File: src/rtl/vlg_ab_sequencer.sv
// ============================================================================
// vlg_ab_sequencer : table-driven a/b stimulus sequencer with z_in checking
// Rev 1.0 - initial release
// ============================================================================
`default_nettype none

module vlg_ab_sequencer #(
  parameter int HOLD_CYC = 4,
  parameter int SKEW_CYC = 1
) (
  input  logic       clk,
  input  logic       rst_n,
  input  logic       cfg_we,
  input  logic [2:0] cfg_addr,
  input  logic [2:0] cfg_data,
  input  logic [3:0] cfg_len,
  input  logic       start,
  input  logic       z_in,
  output logic       a,
  output logic       b,
  output logic       busy,
  output logic       done,
  output logic [3:0] err_cnt,
  output logic       err_flag
);

  typedef enum logic [2:0] {
    S_IDLE    = 3'd0,
    S_DRIVE_A = 3'd1,
    S_DRIVE_B = 3'd2,
    S_HOLD    = 3'd3,
    S_DONE    = 3'd4
  } state_t;

  localparam bit         C_HAS_SKEW  = (SKEW_CYC > 0);
  localparam logic [3:0] C_SKEW_LAST = C_HAS_SKEW ? 4'(SKEW_CYC - 1) : 4'd0;
  localparam logic [3:0] C_HOLD_LAST = 4'(HOLD_CYC - 1);

  state_t     r_state;
  logic [2:0] r_tbl [8];
  logic [3:0] r_len;
  logic [2:0] r_idx;
  logic [3:0] r_cnt;

  logic [3:0] w_len_in;
  logic [2:0] w_entry;
  logic [2:0] w_nidx;
  logic [2:0] w_next;
  logic [2:0] w_first;
  logic       w_last;
  logic       w_mismatch;

  assign w_len_in   = (cfg_len > 4'd8) ? 4'd8 : cfg_len;
  assign w_entry    = r_tbl[r_idx];
  assign w_nidx     = r_idx + 3'd1;
  assign w_next     = r_tbl[w_nidx];
  assign w_first    = r_tbl[0];
  assign w_last     = ({1'b0, r_idx} == (r_len - 4'd1));
  assign w_mismatch = (z_in != w_entry[2]);

  always_ff @(posedge clk or negedge rst_n) begin
    if (!rst_n) begin
      r_state  <= S_IDLE;
      r_len    <= 4'd0;
      r_idx    <= 3'd0;
      r_cnt    <= 4'd0;
      a        <= 1'b0;
      b        <= 1'b0;
      busy     <= 1'b0;
      done     <= 1'b0;
      err_cnt  <= 4'd0;
      err_flag <= 1'b0;
      for (int i = 0; i < 8; i++) r_tbl[i] <= 3'd0;
    end else begin
      done <= 1'b0;
      case (r_state)
        S_IDLE: begin
          if (cfg_we) r_tbl[cfg_addr] <= cfg_data;
          if (start) begin
            r_len    <= w_len_in;
            r_idx    <= 3'd0;
            r_cnt    <= 4'd0;
            err_cnt  <= 4'd0;
            err_flag <= 1'b0;
            if (w_len_in == 4'd0) begin
              r_state <= S_DONE;
              done    <= 1'b1;
              a       <= 1'b0;
              b       <= 1'b0;
            end else begin
              busy <= 1'b1;
              a    <= w_first[0];
              if (C_HAS_SKEW) begin
                r_state <= S_DRIVE_A;
              end else begin
                r_state <= S_DRIVE_B;
                b       <= w_first[1];
              end
            end
          end
        end

        S_DRIVE_A: begin
          if (r_cnt == C_SKEW_LAST) begin
            r_state <= S_DRIVE_B;
            r_cnt   <= 4'd0;
            a       <= w_entry[0];
            b       <= w_entry[1];
          end else begin
            r_cnt <= r_cnt + 4'd1;
          end
        end

        S_DRIVE_B: begin
          r_state <= S_HOLD;
          r_cnt   <= 4'd0;
        end

        S_HOLD: begin
          if (r_cnt == C_HOLD_LAST) begin
            // z_in is judged only once both inputs have settled for the full hold
            if (w_mismatch) begin
              err_flag <= 1'b1;
              if (err_cnt != 4'hF) err_cnt <= err_cnt + 4'd1;
            end
            r_cnt <= 4'd0;
            if (w_last) begin
              r_state <= S_DONE;
              done    <= 1'b1;
              busy    <= 1'b0;
              a       <= 1'b0;
              b       <= 1'b0;
            end else begin
              r_idx <= w_nidx;
              a     <= w_next[0];
              if (C_HAS_SKEW) begin
                r_state <= S_DRIVE_A;
              end else begin
                r_state <= S_DRIVE_B;
                b       <= w_next[1];
              end
            end
          end else begin
            r_cnt <= r_cnt + 4'd1;
          end
        end

        S_DONE: begin
          r_state <= S_IDLE;
        end

        default: begin
          r_state <= S_IDLE;
        end
      endcase
    end
  end

endmodule

`default_nettype wire

File: config.mk
export PLATFORM = sky130hd
export DESIGN_NAME = vlg_ab_sequencer
export DESIGN_NICKNAME = d
export VERILOG_FILES = /design/src/rtl/vlg_ab_sequencer.sv
export SDC_FILE = /design/constraint.sdc
export NUM_CORES = 1
export LEC_CHECK = 0
export ABC_CLOCK_PERIOD_IN_PS = 2100
export CORE_UTILIZATION = 51
export DETAILED_ROUTE_END_ITERATION = 6
export PLACE_DENSITY = 0.75
export SETUP_SLACK_MARGIN = 0.05
export SLEW_MARGIN = 0
export SYNTH_ARGS = -nofsm -noshare
export SYNTH_HDL_FRONTEND = slang
export SYNTH_SLANG_ARGS = --single-unit
export TNS_END_PERCENT = 1
File: constraint.sdc
create_clock -name clk -period 2.1 [get_ports clk]
set_input_delay 0.315 -clock clk [delete_from_list [all_inputs] [get_ports clk]]
set_output_delay 0.315 -clock clk [all_outputs]
set_load 0.01 [all_outputs]
**Word level (Yosys, flattened, before mapping)**

Cells that the tools add are included.

- Register bits: 47
- Output and inout bits: 9

- Mux-type cells: 52
- Reductions and logical operators: 17
- Bitwise logic cells: 3
- $add $sub $neg: 4
- Magnitude comparators: 5
- Equality and inequality tests: 16

Operators with widths:

| kind | number |
|---|---|
| $mux 3 | 11 |
| $mux 4 | 7 |
| $bwmux 24 | 1 |
| $mux 1 | 21 |
| $bmux 3 s3 | 2 |
| $ne 2x2->1 const B | 9 |
| $pmux 4 s4 | 1 |
| $ge 4x4->1 const B | 3 |
| $not 3->4 | 3 |
| $pmux 3 s4 | 1 |
| $reduce_and 4->1 | 3 |
| $reduce_and 5->1 | 2 |
| $demux 3 s3 | 1 |
| $add 4x1->4 const B | 2 |
| $logic_not 4->1 | 2 |
| $pmux 4 s2 | 1 |
| $eq 3x2->1 const B | 2 |
| $pmux 1 s2 | 3 |
| $pmux 1 s3 | 2 |
| $pmux 3 s2 | 1 |
| $reduce_and 2->1 | 3 |
| $reduce_and 6->1 | 1 |
| $eq 3x4->1 | 1 |
| $eq 4x2->1 const B | 1 |
| other kinds (13) | 13 |

**Logic depth before layout (Yosys ltp)**

- Depth in word-level cells: 8
- Depth in mapped cells: 8
- Gate-level depth less buffers: 7

**Worst setup path before layout**

OpenSTA, ideal clock, no wires.

- Path kind: flip-flop to flip-flop
- From: register r_idx[0]
- To: register err_cnt[0]
- Buffers on the path: 1
- Setup slack: 79 ps
- Period minus slack after synthesis: 2021 ps
- Cell stages (with the launch flop): 7
- Data arrival time: 1896 ps
- Cell sequence: dfrtp_1 buf_6 mux4_2 mux2i_1 mux2i_1 a21oi_1 mux2_2

- Longest elaborated chain between the ends: 7

Ends and longest elaborated chain:

| what | RTL line | source |
|---|---|---|
| from (decl) | 42 | `logic [2:0] r_idx;` |
| from (signal assigned) | 134 | `r_idx <= w_nidx;` |
| $not 3->4 (implied by the code) | 54 | `assign w_entry = r_tbl[r_idx];` |
| $bmux 3 s3 | 54 |  |
| $mux 3 (implied by the code) (2 in series) | 54 |  |
| $ne 1x1->1 | 59 | `assign w_mismatch = (z_in != w_entry[2]);` |
| $ne 2x2->1 (no line) | -- |  |
| $reduce_and 5->1 (no line) | -- |  |
| to (signal assigned) | 124 | `if (err_cnt != 4'hF) err_cnt <= err_cnt + 4'd1;` |
| to (decl) | 23 | `output logic [3:0] err_cnt,` |

No other way between the ends. The select of a mux whose other input is x is not followed.
A chain may end at the register's enable or synchronous reset.

**Final worst setup path**

- From: register r_len[0]
- To: register r_idx[0]

- Longest elaborated chain between the ends: 4

Ends and longest elaborated chain:

| what | RTL line | source |
|---|---|---|
| from (decl) | 41 | `logic [3:0] r_len;` |
| from (signal assigned) | 80 | `r_len <= w_len_in;` |
| $sub 4x1->4 | 58 | `assign w_last = ({1'b0, r_idx} == (r_len - 4'd1));` |
| $eq 3x4->1 | 58 |  |
| $ne 2x2->1 (no line) | -- |  |
| $reduce_and 4->1 (no line) | -- |  |

No other way between the ends.

==> flow_summary_export.csv <==
group,metric,value,unit
global_routing,grt_pass1_wl,8400,microns
timing,max_freq,498,MHz
routing,dr.pass1.iters,4,
worst_setup_path,cp.arrival,2.20,ns
floorplan,initial_core_util,0.529,
routing,via_per_inst,5.71,
timing,hold_viol_final,0,
power,seqPwrFrac,0.375,
power,power,0.00386,W
final_layout,fin_area,3040,sq um
power,p_int,0.00253,W
yosys,synth_edf_count,0,
final_layout,final_common_cell,"dfrtp_1",
timing,slew_viol_final,0,
worst_setup_path,start_kind,"register",
hold_path,hold_path_class,"in2async",
clock_tree,path_clk_slew,0.09,ns
clock_tree,cts_buffer_depth,2,
worst_setup_path,critPathMaxFanout,8,
clock_tree,cts_sinks,47,
power,combPwrFrac,0.449,
yosys,synth_compound_area_frac,0.0956,
clock_tree,clk-insertion-delay-late,0.30,ns
final_layout,fin_cells,316,
final_layout,n_antenna_cell,0,
worst_setup_path,slowest_delay,0.54,ns
power,power.density,1270,nW/um^2
place,portBuffers,23,
floorplan,die_area,5180,sq um
final_layout,drive_gt1_frac,0.253,
yosys,yosysWarningCount,0,
power,clockPowerShare,0.176,
yosys,synth-async-reset-ratio,1.00,
place,place.gp.congestion,0.778,
timing,tightestPinTransition,0.589,ns
clock_tree,ctsHoldBuffers,0,
yosys,synth_area,2500,sq um
worst_setup_path,crit_required,2.29,ns
routing,totalWireLength,5160,microns
timing,rsz0062_at_grt,"yes",
run_status,outcome,"complete, no violations",
place,placed_cell_area,2910,sq um
routing,drc,0,
global_routing,gr-total-overflow,0,
timing,setup_viol,0,
job,maxCapViolCount,0,
yosys,yosysSeqAreaShare,0.471,
floorplan,pin_count,24,
floorplan,core,4720,sq um
yosys,ys.flop_type,"dfrtp_1",
clock_tree,htree_num_levels,2,
timing,final.setup.tns,0,ns
clock_tree,cts_made_buffers,5,
worst_setup_path,path_cells,"inv_1 > ha_1 > xnor2_2 > xnor2_1 > or4_4 > nor2b_1 > mux2_2",
worst_setup_path,crit_slowest_cell,"or4_4",
routing,drtIter0Drc,65,
timing,finClkSkew,0.00360,ns
clock_tree,post_cts_buffers,0,
global_routing,first_global_vias,1711,
worst_setup_path,setup.worst_path.end_class,"register",
yosys,yosysUniqueCellTypes,44,
final_layout,nFillCells,376,
yosys,synth_top_family_by_area,"multiplexers",
final_layout,area_delta_synth_final,21.5,%
routing,vias,1804,
timing,fin_crit_sh,0.956,
global_routing,antenna_found_initial,0,
place,dp_hpwl,3780,microns
global_routing,grt_use_total,0.214,
final_layout,layout_common_cells,"46 x dfrtp_1, 27 x mux2_2, 22 x clkdlybuf4s50_1, 19 x buf_4, 15 x nand2_1",
floorplan,die_w,72.0,microns
yosys,synthSimpleGateAreaFrac,0.141,
final_layout,layout.nets,268,
place,place_inst,308,
yosys,synthXorXnorAreaFrac,0.0245,
yosys,ys_seq_elements,47,
yosys,syn_inst,207,
timing,slew_headroom,0.608,
routing,wl_per_cell,16.3,microns
worst_setup_path,path_class,"reg2reg",
power,power.leakage,1.38,nW
yosys,synthAdderAreaFrac,0.0250,
clock_tree,root_buffer,"clkbuf_8",
floorplan,fp.dieH,72.0,microns
power,power_switching_share,0.345,
floorplan,num_rows,25,
global_routing,grt_max_degree,48,
yosys,syn_nets,227,
power,ir_worst_vdd,0.671,mV
clock_tree,cts_tree,"built",
power,p_sw,0.00133,W
yosys,synth_mux_area_frac,0.219,
yosys,syn_area_per_cell,12.1,sq um
timing,layout_min_cycle_time,2.01,ns
routing,ant_nets,0,
-- flip-flops by register name (all words and copies together), names as in the netlist --
| signal | count |
|---|---|
| r_tbl | 21 |
| err_cnt | 4 |
| r_cnt | 4 |
| r_len | 4 |
| r_idx | 3 |
| r_state | 3 |
| w_first | 3 |
| a | 1 |
| b | 1 |
| busy | 1 |
| done | 1 |
| err_flag | 1 |
-- synthesized netlist by cell type, types with 4 or more instances --
master | count | share of area
dfrtp_1 | 47 | 0.47
mux2_2 | 27 | 0.12
nand2_1 | 15 | 0.023
a22o_1 | 7 | 0.025
nand3b_1 | 7 | 0.021
nor2_1 | 7 | 0.011
mux4_1 | 6 | 0.063
xnor2_1 | 6 | 0.021
ha_1 | 5 | 0.025
inv_1 | 5 | 0.0075
nand3_1 | 5 | 0.010
nor2b_1 | 5 | 0.013
nor3_1 | 5 | 0.010
o21ai_0 | 5 | 0.010
a31oi_1 | 4 | 0.010
mux2i_1 | 4 | 0.016
nand2b_1 | 4 | 0.010
nor3b_1 | 4 | 0.012
-- logic make-up (layout without fill, tap and decap cells) --
group / count (synthesis) / in the layout
AOI/OAI and AO/OA: 33 / 33
xor gates and xnor gates: 7 / 7
adders and majority gates: 5 / 5
buffers and inverters: 13 / 55
DFF: 47 / 47
muxes: 39 / 39
and+or+nand+nor: 63 / 63
-- path summary, 6_finish.rpt --
check / startpoint / to / slack, ns / cells after the start
min reg2reg: r_tbl[19] / r_tbl[19] / 0.51 / 1
max reg2reg: r_len[0] / r_idx[0] / 0.09 / 7
min in group clk: r_tbl[19] / r_tbl[19] / 0.51 / 1
max in group asynchronous: rst_n / r_idx[0] / 1.58 / 2
min: rst_n / r_len[3] / 0.09 / 2
max: r_len[0] / r_idx[0] / 0.09 / 7
-- repair_timing --
action / in CTS / in global routing
hold endpoints to repair: 0 / 0
resized for setup: 1 / 2
setup endpoints to repair: 4 / 6
-- through the flow --
| step | utilization | hold WS [ns] | worst slack (ns) |
|---|---|---|---|
| 2_1_floorplan | - | 0.0194 | 0.0789 |
| 3_3_place_gp | 0.616 | 0.447 | 0.0576 |
| 3_5_place_dp | 0.616 | 0.446 | 0.00711 |
| 4_1_cts | 0.641 | 0.117 | 0.0816 |
| 5_1_grt | 0.643 | 0.136 | 0.0189 |
| 6_report | 0.643 | 0.0941 | 0.0918 |
-- layer usage --
layer | GRT usage | vias up | wire, microns
li1 | - | 862 | -
met1 | 0.292 | 896 | 2440
met2 | 0.353 | 42 | 2490
met3 | 0.0417 | 4 | 193
met4 | 0.0588 | 0 | 36
met5 | 0 | - | 0
-- final cells by class --
type	count	area, sq um	area share
clock buffer	5	68.8	0.0227
multi-input combinational	147	1270	0.419
inverter	5	18.8	0.00618
clock inverter	3	47.5	0.0157
timing repair buffer	42	368	0.121
sequential	47	1180	0.388
tap	67	83.8	0.0276
-- critical path, delay by kind of cell (launching register included) --
| kind | cells | cell delay (ns) |
|---|---|---|
| xor+xnor | 2 | 0.28 |
| fa+ha+maj | 1 | 0.22 |
| buf+inv | 1 | 0.05 |
| flops | 1 | 0.35 |
| mux | 1 | 0.27 |
| simple gates | 2 | 0.73 |
-- power by group through the flow --
stage	Clock [W]	Sequential [W]	Combinational (W)
after floorplan	0	0.00141	0.00116
after CTS	0.000697	0.00144	0.00172
after detailed placement	0	0.00146	0.00169
after global placement	0	0.00145	0.00164
final	0.000678	0.00145	0.00173
after global routing	0.000722	0.00149	0.00190
Power figures use the tool's default switching activity.
